## src/rtl/window7_scan_ctrl_if.sv

```systemverilog
// Interface bundle for window7_scan_ctrl.
// Groups the pixel-source handshake (sof, pix_valid) with the controls that
// the controller drives toward the 7x7 window datapath and line buffers.
//   slave  : the controller side (takes sof/pix_valid, drives the rest)
//   master : the source/datapath side (drives sof/pix_valid, observes the rest)
interface window7_scan_ctrl_if #(
  parameter int XW = 10,
  parameter int YW = 9
);
  logic          sof;
  logic          pix_valid;
  logic          shift_en;
  logic [XW-1:0] lb_addr;
  logic          lb_wr_en;
  logic [2:0]    lb_head;
  logic          win_valid;
  logic [XW-1:0] win_x;
  logic [YW-1:0] win_y;
  logic          frame_done;
  logic          sync_err;

  modport slave (
    input  sof, pix_valid,
    output shift_en, lb_addr, lb_wr_en, lb_head,
           win_valid, win_x, win_y, frame_done, sync_err
  );

  modport master (
    output sof, pix_valid,
    input  shift_en, lb_addr, lb_wr_en, lb_head,
           win_valid, win_x, win_y, frame_done, sync_err
  );
endinterface

```

## src/rtl/window7_scan_ctrl.sv

```systemverilog
// Sequencing controller for the WINxWIN neighbourhood datapath.
// Tracks the raster position of the accepted pixel stream, enables the tap
// shift registers, addresses and rotates the WIN-1 line buffers, and flags each
// complete window together with its centre coordinate. Carries no pixel data.
// Ports:
//   clk  - rising-edge clock
//   rst  - asynchronous, active-low reset
//   bus  - window7_scan_ctrl_if.slave:
//          sof/pix_valid in; shift_en, lb_addr, lb_wr_en combinational;
//          lb_head, win_valid, win_x, win_y, frame_done registered; sync_err sticky
module window7_scan_ctrl #(
  parameter int IMG_W = 640,
  parameter int IMG_H = 480,
  parameter int WIN   = 7,
  parameter int XW    = 10,
  parameter int YW    = 9
) (
  input  logic               clk,
  input  logic               rst,
  window7_scan_ctrl_if.slave bus
);

  localparam int            HALF      = (WIN - 1) / 2;
  localparam logic [XW-1:0] COL_LAST  = XW'(IMG_W - 1);
  localparam logic [YW-1:0] ROW_LAST  = YW'(IMG_H - 1);
  localparam logic [XW-1:0] COL_MIN   = XW'(WIN - 1);
  localparam logic [YW-1:0] ROW_MIN   = YW'(WIN - 1);
  localparam logic [2:0]    HEAD_LAST = 3'(WIN - 2);

  typedef enum logic [1:0] {IDLE, ACTIVE, DONE} state_t;

  state_t        state;
  logic [XW-1:0] col;
  logic [YW-1:0] row;
  logic [2:0]    lb_head;
  logic          win_valid;
  logic [XW-1:0] win_x;
  logic [YW-1:0] win_y;
  logic          frame_done;
  logic          sync_err;

  logic          accept;
  logic          restart;
  logic          line_end;
  logic          frame_end;
  logic [XW-1:0] cur_col;
  logic [YW-1:0] cur_row;
  logic [2:0]    cur_head;

  // Position of the pixel on the bus this cycle. A sof pixel is (0,0) with
  // buffer 0 as oldest, regardless of where the counters currently stand.
  always_comb begin
    // NOTE: accept is gated by rst so the combinational strobes are already
    // low while reset is held, matching the registered outputs.
    accept    = rst && bus.pix_valid && (state == ACTIVE || bus.sof);
    restart   = accept && bus.sof;
    cur_col   = restart ? '0 : col;
    cur_row   = restart ? '0 : row;
    cur_head  = restart ? '0 : lb_head;
    line_end  = (cur_col == COL_LAST);
    frame_end = line_end && (cur_row == ROW_LAST);
  end

  assign bus.shift_en   = accept;
  assign bus.lb_wr_en   = accept;
  assign bus.lb_addr    = cur_col;
  assign bus.lb_head    = lb_head;
  assign bus.win_valid  = win_valid;
  assign bus.win_x      = win_x;
  assign bus.win_y      = win_y;
  assign bus.frame_done = frame_done;
  assign bus.sync_err   = sync_err;

  // NOTE: all state here uses non-blocking assignments so every register
  // samples the pre-edge values of cur_col/cur_row/state consistently.
  always_ff @(posedge clk or negedge rst) begin
    if (!rst) begin
      state      <= IDLE;
      col        <= '0;
      row        <= '0;
      lb_head    <= '0;
      win_valid  <= 1'b0;
      win_x      <= '0;
      win_y      <= '0;
      frame_done <= 1'b0;
      sync_err   <= 1'b0;
    end else begin
      win_valid  <= 1'b0;
      frame_done <= 1'b0;

      // A pixel outside a frame that is not a frame start means the source
      // and controller disagree about framing; remember it until reset.
      if (bus.pix_valid && !bus.sof && state != ACTIVE)
        sync_err <= 1'b1;

      if (accept) begin
        if (line_end) begin
          col     <= '0;
          row     <= frame_end ? '0 : cur_row + 1'b1;
          // The buffer that held the oldest line is overwritten by the line
          // just finished, so the next one along becomes the oldest.
          lb_head <= (cur_head == HEAD_LAST) ? '0 : cur_head + 3'd1;
        end else begin
          col     <= cur_col + 1'b1;
          row     <= cur_row;
          lb_head <= cur_head;
        end

        // The window completes on its bottom-right pixel; the centre sits
        // HALF back in both directions. Left edge limit prevents straddling.
        if (cur_col >= COL_MIN && cur_row >= ROW_MIN) begin
          win_valid <= 1'b1;
          win_x     <= cur_col - XW'(HALF);
          win_y     <= cur_row - YW'(HALF);
        end
      end

      if (accept && frame_end) begin
        state      <= DONE;
        frame_done <= 1'b1;
      end else if (accept) begin
        state <= ACTIVE;
      end else if (state == DONE) begin
        state <= IDLE;
      end
    end
  end

endmodule
```

## src/flat_wrapper.sv

```systemverilog
// flat-port wrapper written by rule: the top's interface ports become plain ports
module window7_scan_ctrl_flat 
#(
  parameter int IMG_W = 640,
  parameter int IMG_H = 480,
  parameter int WIN   = 7,
  parameter int XW    = 10,
  parameter int YW    = 9
)
  (clk, rst, bus_sof, bus_pix_valid, bus_shift_en, bus_lb_addr, bus_lb_wr_en, bus_lb_head, bus_win_valid, bus_win_x, bus_win_y, bus_frame_done, bus_sync_err);
  window7_scan_ctrl_if #(.XW(XW), .YW(YW)) bus_i ();
  input  logic clk;
  input  logic rst;
  input wire logic [$bits(bus_i.sof)-1:0] bus_sof;
  input wire logic [$bits(bus_i.pix_valid)-1:0] bus_pix_valid;
  output wire logic [$bits(bus_i.shift_en)-1:0] bus_shift_en;
  output wire logic [$bits(bus_i.lb_addr)-1:0] bus_lb_addr;
  output wire logic [$bits(bus_i.lb_wr_en)-1:0] bus_lb_wr_en;
  output wire logic [$bits(bus_i.lb_head)-1:0] bus_lb_head;
  output wire logic [$bits(bus_i.win_valid)-1:0] bus_win_valid;
  output wire logic [$bits(bus_i.win_x)-1:0] bus_win_x;
  output wire logic [$bits(bus_i.win_y)-1:0] bus_win_y;
  output wire logic [$bits(bus_i.frame_done)-1:0] bus_frame_done;
  output wire logic [$bits(bus_i.sync_err)-1:0] bus_sync_err;
  assign bus_i.sof = bus_sof;
  assign bus_i.pix_valid = bus_pix_valid;
  assign bus_shift_en = bus_i.shift_en;
  assign bus_lb_addr = bus_i.lb_addr;
  assign bus_lb_wr_en = bus_i.lb_wr_en;
  assign bus_lb_head = bus_i.lb_head;
  assign bus_win_valid = bus_i.win_valid;
  assign bus_win_x = bus_i.win_x;
  assign bus_win_y = bus_i.win_y;
  assign bus_frame_done = bus_i.frame_done;
  assign bus_sync_err = bus_i.sync_err;
  window7_scan_ctrl #(.IMG_W(IMG_W), .IMG_H(IMG_H), .WIN(WIN), .XW(XW), .YW(YW)) u_core (.clk(clk), .rst(rst), .bus(bus_i));
endmodule
```

## config.mk

```make
export PLATFORM = sky130hd
export DESIGN_NAME = window7_scan_ctrl_flat
export DESIGN_NICKNAME = d
export VERILOG_FILES = /design/src/rtl/window7_scan_ctrl_if.sv /design/src/rtl/window7_scan_ctrl.sv /design/src/flat_wrapper.sv
export SDC_FILE = /design/constraint.sdc
export NUM_CORES = 1
export LEC_CHECK = 0
export CORE_ASPECT_RATIO = 1.25
export CORE_UTILIZATION = 25
export DETAILED_ROUTE_END_ITERATION = 10
export PLACE_DENSITY = 0.46
export SYNTH_ARGS = -nofsm -noshare
export SYNTH_HDL_FRONTEND = slang
export SYNTH_SLANG_ARGS = --single-unit
```

## constraint.sdc

```tcl
create_clock -name clk -period 1.8 [get_ports clk]
set_input_delay 0.45 -clock clk [delete_from_list [all_inputs] [get_ports clk]]
set_output_delay 0.45 -clock clk [all_outputs]
set_load 0.05 [all_outputs]
```

# Word-level counts from Yosys, hierarchy flattened
# Cells that the tools add are included.
word_totals:
  reg_bits: 46
  in_bits: 4
  output_inout_bits: 37
  wordCells: 48
op_classes:
  addsub: 5
  order_cmp: 2
  eq_ne: 6
  muxes: 14
  n_reduce_logical: 12
ops:
  columns: ["operator", "n"]
  rows:
  - ["$mux 9", 3]
  - ["$mux 10", 2]
  - ["$add 10x1->10 const B", 1]
  - ["$eq 10x10->1 const B", 1]
  - ["$ge 10x3->1 const B", 1]
  - ["$sub 10x2->10 const B", 1]
  - ["$add 9x1->9 const B", 1]
  - ["$eq 9x9->1 const B", 1]
  - ["$ge 9x3->1 const B", 1]
  - ["$mux 3", 3]
  - ["$sub 9x2->9 const B", 1]
  - ["$logic_and 1x1->1", 8]
  - ["$mux 2", 3]
  - ["$add 3x1->3 const B", 1]
  - ["$eq 3x3->1 const B", 1]
  - ["$mux 1", 3]
  - ["$reduce_bool 3->1", 1]
  - ["$eq 2x1->1 const B", 1]
  - ["$eq 2x2->1 const B", 1]
  - ["$ne 2x1->1 const B", 1]
  - ["$reduce_and 2->1", 1]
  - ["$logic_not 1->1", 1]
  - ["$logic_or 1x1->1", 1]

# Longest topological paths before layout
depth:
  word_depth: 9
  mapped_depth: 11
  ltp_nobuf: 8

# Worst setup path after synthesis
# Ideal clock, no wire load.
synth_timing:
  path_kind: "in2reg"
  startpoint: "input rst"
  endpoint: "register u_core.state[0]"
  setup_ns: 0.118
  arrival_ns: 2.833
  required_ns: 1.682
  path_slack_ns: -1.151
  stages: 10
  n_path_buf: 3
  path_cell_list: "nand3_1 clkbuf_1 and2_1 ha_1 and3_1 buf_2 and4_1 buf_2 nand4_1 a21o_1"
synth_between:
  elab_chain_cells: 8
  elab_cells_between_ends: 12
  cone_classes: "2 x eq/ne; 4 x mux; 6 x reduce/logical"
synth_rtl:
  columns: ["element", "line", "text"]
  rows:
  - ["start: declaration", "flat_wrapper.sv:13", "input logic rst;"]
  - ["$logic_and 1x1->1 (*) (2 in a row)", "window7_scan_ctrl.sv:55", "accept = rst && bus.pix_valid && (state == ACTIVE || bus.sof);"]
  - ["$logic_and 1x1->1 (*)", "window7_scan_ctrl.sv:56", "restart = accept && bus.sof;"]
  - ["$mux 10 (*)", "window7_scan_ctrl.sv:57", "cur_col = restart ? '0 : col;"]
  - ["via bus_lb_addr[1]", "flat_wrapper.sv:17", "output wire logic [$bits(bus_i.lb_addr)-1:0] bus_lb_addr;"]
  - ["$eq 10x10->1 (*)", "window7_scan_ctrl.sv:60", "line_end = (cur_col == COL_LAST);"]
  - ["$logic_and 1x1->1 (*)", "window7_scan_ctrl.sv:61", "frame_end = line_end && (cur_row == ROW_LAST);"]
  - ["$logic_and 1x1->1 (*)", "window7_scan_ctrl.sv:118", "if (accept && frame_end) begin"]
  - ["$reduce_bool 3->1 (no source line) or $mux 2 (tied branches)", null, null]
  - ["end signal: assignment", "window7_scan_ctrl.sv:119", "state <= DONE;"]
  - ["end signal: assignment", "window7_scan_ctrl.sv:122", "state <= ACTIVE;"]
  - ["end signal: assignment", "window7_scan_ctrl.sv:124", "state <= IDLE;"]
  - ["end: declaration", "window7_scan_ctrl.sv:32", "state_t state;"]
# Mark *: on every way through the listed nets, which the timed path passes. The rest lies on a longest branch.
# A chain may end at the register's enable or synchronous reset.

# Worst setup path after layout
layout_timing:
  startpoint: "register u_core.row[7]"
  endpoint: "register u_core.win_x[9] (netlist: u_core.bus.win_x[9])"
layout_between:
  elab_chain_cells: 4
layout_rtl:
  columns: ["element", "line", "text"]
  rows:
  - ["start: declaration", "window7_scan_ctrl.sv:34", "logic [YW-1:0] row;"]
  - ["start signal: assignment", "window7_scan_ctrl.sv:99", "row <= frame_end ? '0 : cur_row + 1'b1;"]
  - ["start signal: assignment", "window7_scan_ctrl.sv:105", "row <= cur_row;"]
  - ["$mux 9", "window7_scan_ctrl.sv:58", "cur_row = restart ? '0 : row;"]
  - ["$ge 9x3->1", "window7_scan_ctrl.sv:111", "if (cur_col >= COL_MIN && cur_row >= ROW_MIN) begin"]
  - ["$logic_and 1x1->1", "window7_scan_ctrl.sv:111", null]
  - ["$reduce_and 2->1 (no source line)", null, null]
  - ["end signal: assignment", "window7_scan_ctrl.sv:113", "win_x <= cur_col - XW'(HALF);"]
  - ["end: declaration", "window7_scan_ctrl.sv:37", "logic [XW-1:0] win_x;"]
# No other way between the ends.

==> impl_results.md <==
* Bufs and invs on worst path at 2
* Seq. cell area at 1150 µm²
* Via Count at 2396
* Total track usage at 0.156
* Fin crit period at 1.88 ns
* Setup crit start kind: flip-flop
* Worst Setup SP: u_core.row[7]
* End of the critical path: u_core.bus.win_x[9]
* Top-area cell type share of the netlist area at 0.442
* Slew @ Worst Pin at 0.421 ns
* Worst IR drop on VDD at 0.336 mV
* Reg2Reg Depth at 5
* Num rows at 41
* RSZ-0062 raised after global routing: yes
* Post-synthesis async set-or-reset flop share at 1.00
* Max cap viols at 0
* Achievable frequency at 531 MHz
* Power per Cell Area at 865 nW/µm²
* CTS sink count at 46
* Synth Instances at 275
* Status: finished, violations left
* First-pass GRT wire length at 12.9 mm
* Worst-path fanout max at 8
* # hold bufs at CTS at 0
* Failing checks: setup timing
* Antenna Diode Count at 0
* CP max stage cell: or4_4
* Port bufs at 40
* Final net count at 374
* Post-Syn Nets at 281
* Synth area leaders: dfrtp_1 44%, mux2_2 7.4%, o21ai_0 3.8%, nand3_1 3.3%, nand2_1 3.2%
* Top cell family by delay on the critical path: simple AND/OR/NAND/NOR gates
* I/O pin cnt at 41
* Flop-to-flop setup slack at -0.08 ns
* Starting Density at 0.258
* CP Cell Sequence: or4_4, o211ai_1, buf_4, buf_8, mux2_4
* Most frequent cells after synthesis: 46 x dfrtp_1, 22 x nand2_1, 20 x o21ai_0
* Mean post-synth cell area at 9.46 µm²
* Die extent in y at 116 µm
* Total power at 3390 µW
* Synth warn at 0
* Top FF cell, synth: dfrtp_1
* CTS H-tree lvls at 2
* Most common cell in the synthesized netlist: dfrtp_1
* CTS tree: done
* Sequential cell area fraction in the yosys report at 0.442
* CP endpoint kind: flip-flop
* ANT nets after route at 0
* Fin Clk Skew at 0.00366 ns
* Cell taking the most area after synthesis: dfrtp_1
* Drt via density at 4.81
* Area grow syn2layout at 50.5%
* DP Worst Slack at -0.900 ns
* EDFF count, synth at 0
* Die area at 10800 µm²
* Leak at 0.00191 µW
* Worst-path clk slew at 0.07 ns
* Final setup fails at 19
* Fin. max-slew vios at 0
* Pin count of the biggest net entering global routing at 26
* Hold Crit Class: in2async
* Final worst-path cycle share at 1.05
* Routed WL at 7.87 mm
* Core area at 10100 µm²
* Placed wire-length estimate at 5.90 mm
* WS Path Type: reg2reg
* Post-detailed-route wirelength per cell at 15.8 µm
* Fill count at 1016
* DRC Markers at 0
* Die Wd at 93.3 µm
* Slew headroom at 0.717
* Multi-input gate area at 1470 µm²
* Netlist cell types at 46
* Reg-to-Reg Start: u_core.row[7]
* CP peak stage delay at 0.57 ns
* Placer Congestion at 0.827
* Layout cells sized above 1 at 0.442
* Vias in the first global route at 2415
* Post-route worst setup slack at -0.0817 ns
* Iteration-0 DRC Markers at 96
* Post-Syn Area at 2600 µm²
* Final Hold Fails at 0
* Clk buf depth at 2
* Crit path depth at 5
* Yosys reg bits at 46
* FF-to-FF End: u_core.bus.win_x[9]
* Clock buffer count from CTS at 5
* Clock insertion delay at the later pin of the skew report at 0.29 ns
* Arr. time, crit path at 2.06 ns
* Root buf cell: clkbuf_16
* GRT overflow at 0
* First-pass iteration count of the detailed router at 4
* Setup_tns at -1.26 ns
* Initial antenna violation count at 0
* Data required, critical path at 1.98 ns
[metrics by stage]
stage | hold WS [ns] | area [µm²] | std cells | util
floorplan | 0.154 | 2710 | 275 | -
global placement | 0.461 | 3570 | 485 | 0.353
detailed placement | 0.462 | 3570 | 485 | 0.353
CTS | 0.331 | 3830 | 497 | 0.379
global route | 0.351 | 3920 | 498 | 0.388
finish | 0.307 | 3920 | 498 | 0.388
[tightest hold or removal path: stages]
cell and delay (ns):
buf_2 0.12, buf_4 0.13, buf_4 0.29
[cell families (layout without fill, tap and decap cells)]
kind of cell,after synthesis,after routing,synth area share
xor+xnor,10,10,0.0337
fa+ha+maj,2,2,0.00961
compound gates,63,63,0.158
mux,23,23,0.0966
buf+inv,37,131,0.0635
simple gates,94,94,0.196
flops,46,46,0.442
[routing by layer]
| metal | share of wire | track usage | vias to the layer above | wire length, µm |
|---|---|---|---|---|
| met5 | 0 | 0 | - | 0 |
| met4 | 0.013 | 0.0462 | 0 | 99 |
| met3 | 0.025 | 0.0217 | 7 | 196 |
| met2 | 0.52 | 0.274 | 36 | 4060 |
| met1 | 0.45 | 0.200 | 1171 | 3510 |
| li1 | - | - | 1182 | - |
[where the power goes]
part | switching [µW] | total, µW | internal [µW]
logic | 640 | 1160 | 520
clock network | 426 | 1080 | 651
registers | 67.4 | 1150 | 1080
total | 1130 | 3390 | 2260
[state kept, by name, indices dropped and copies added (netlist names)]
name                   count
u_core.bus.lb_head         3
u_core.bus.frame_done      1
u_core.row                 9
u_core.bus.win_x          10
u_core.bus.win_valid       1
u_core.state               2
u_core.bus.sync_err        1
u_core.col                10
u_core.bus.win_y           9
[cell usage in the layout (no fill, tap or decap), types with 2 or more instances in the layout]
cell       netlist  layout
a21o_1           3       3
a211o_1          3       3
nor3_1           6       6
buf_2            6       2
dfrtp_1         46      45
and3_1           6       4
nor4_1           5       3
inv_1           12      10
o31a_1           2       2
xor2_1           4       4
buf_6            1       6
or4_1            3       3
mux2i_1          6       6
nand4_1          8       8
and3_4           0       2
o31ai_1          4       3
buf_12           0       4
nand3_1         17      16
xnor2_1          6       6
nor4_2           0       2
a41oi_1          3       2
nor2_4           0       3
nand2_1         22      20
mux2_4           0      16
clkinv_2         0       2
clkbuf_16        0       5
and2_1           6       5
a31o_2           2       2
nor2_1           9       6
buf_8            0       3
o21ai_1          1       9
a21oi_1          7       7
buf_4            3      96
o211ai_1         5       5
o21ai_0         20      12
a31oi_1          7       6
[layout make-up]
cell class              instances  area share
well taps                     129      0.0412
multi-input cells             192       0.374
clock inverters                 3      0.0102
repair buffers                111       0.236
inverters                      12      0.0125
flip-flops and latches         46       0.294
clock buffers                   5      0.0319
[worst min-delay path by stage]
stage	cells after the start	from	to
5_1_grt	3	rst	u_core.row[8]
2_1_floorplan	0	rst	u_core.bus.frame_done
6_report	3	rst	u_core.row[8]
4_1_cts	3	rst	u_core.row[8]
3_3_place_gp	1	u_core.bus.sync_err	u_core.bus.sync_err
3_5_place_dp	1	u_core.bus.sync_err	u_core.bus.sync_err
[repair_timing]
item | in CTS | in global routing
resized for setup | 31 | 20
endpoints found under the hold margin | 0 | 0
buffers inserted | 4 | 1
pin swaps | 6 | 11
endpoints found under the setup margin | 57 | 30
No activity file was read; power rests on OpenSTA's default activity.
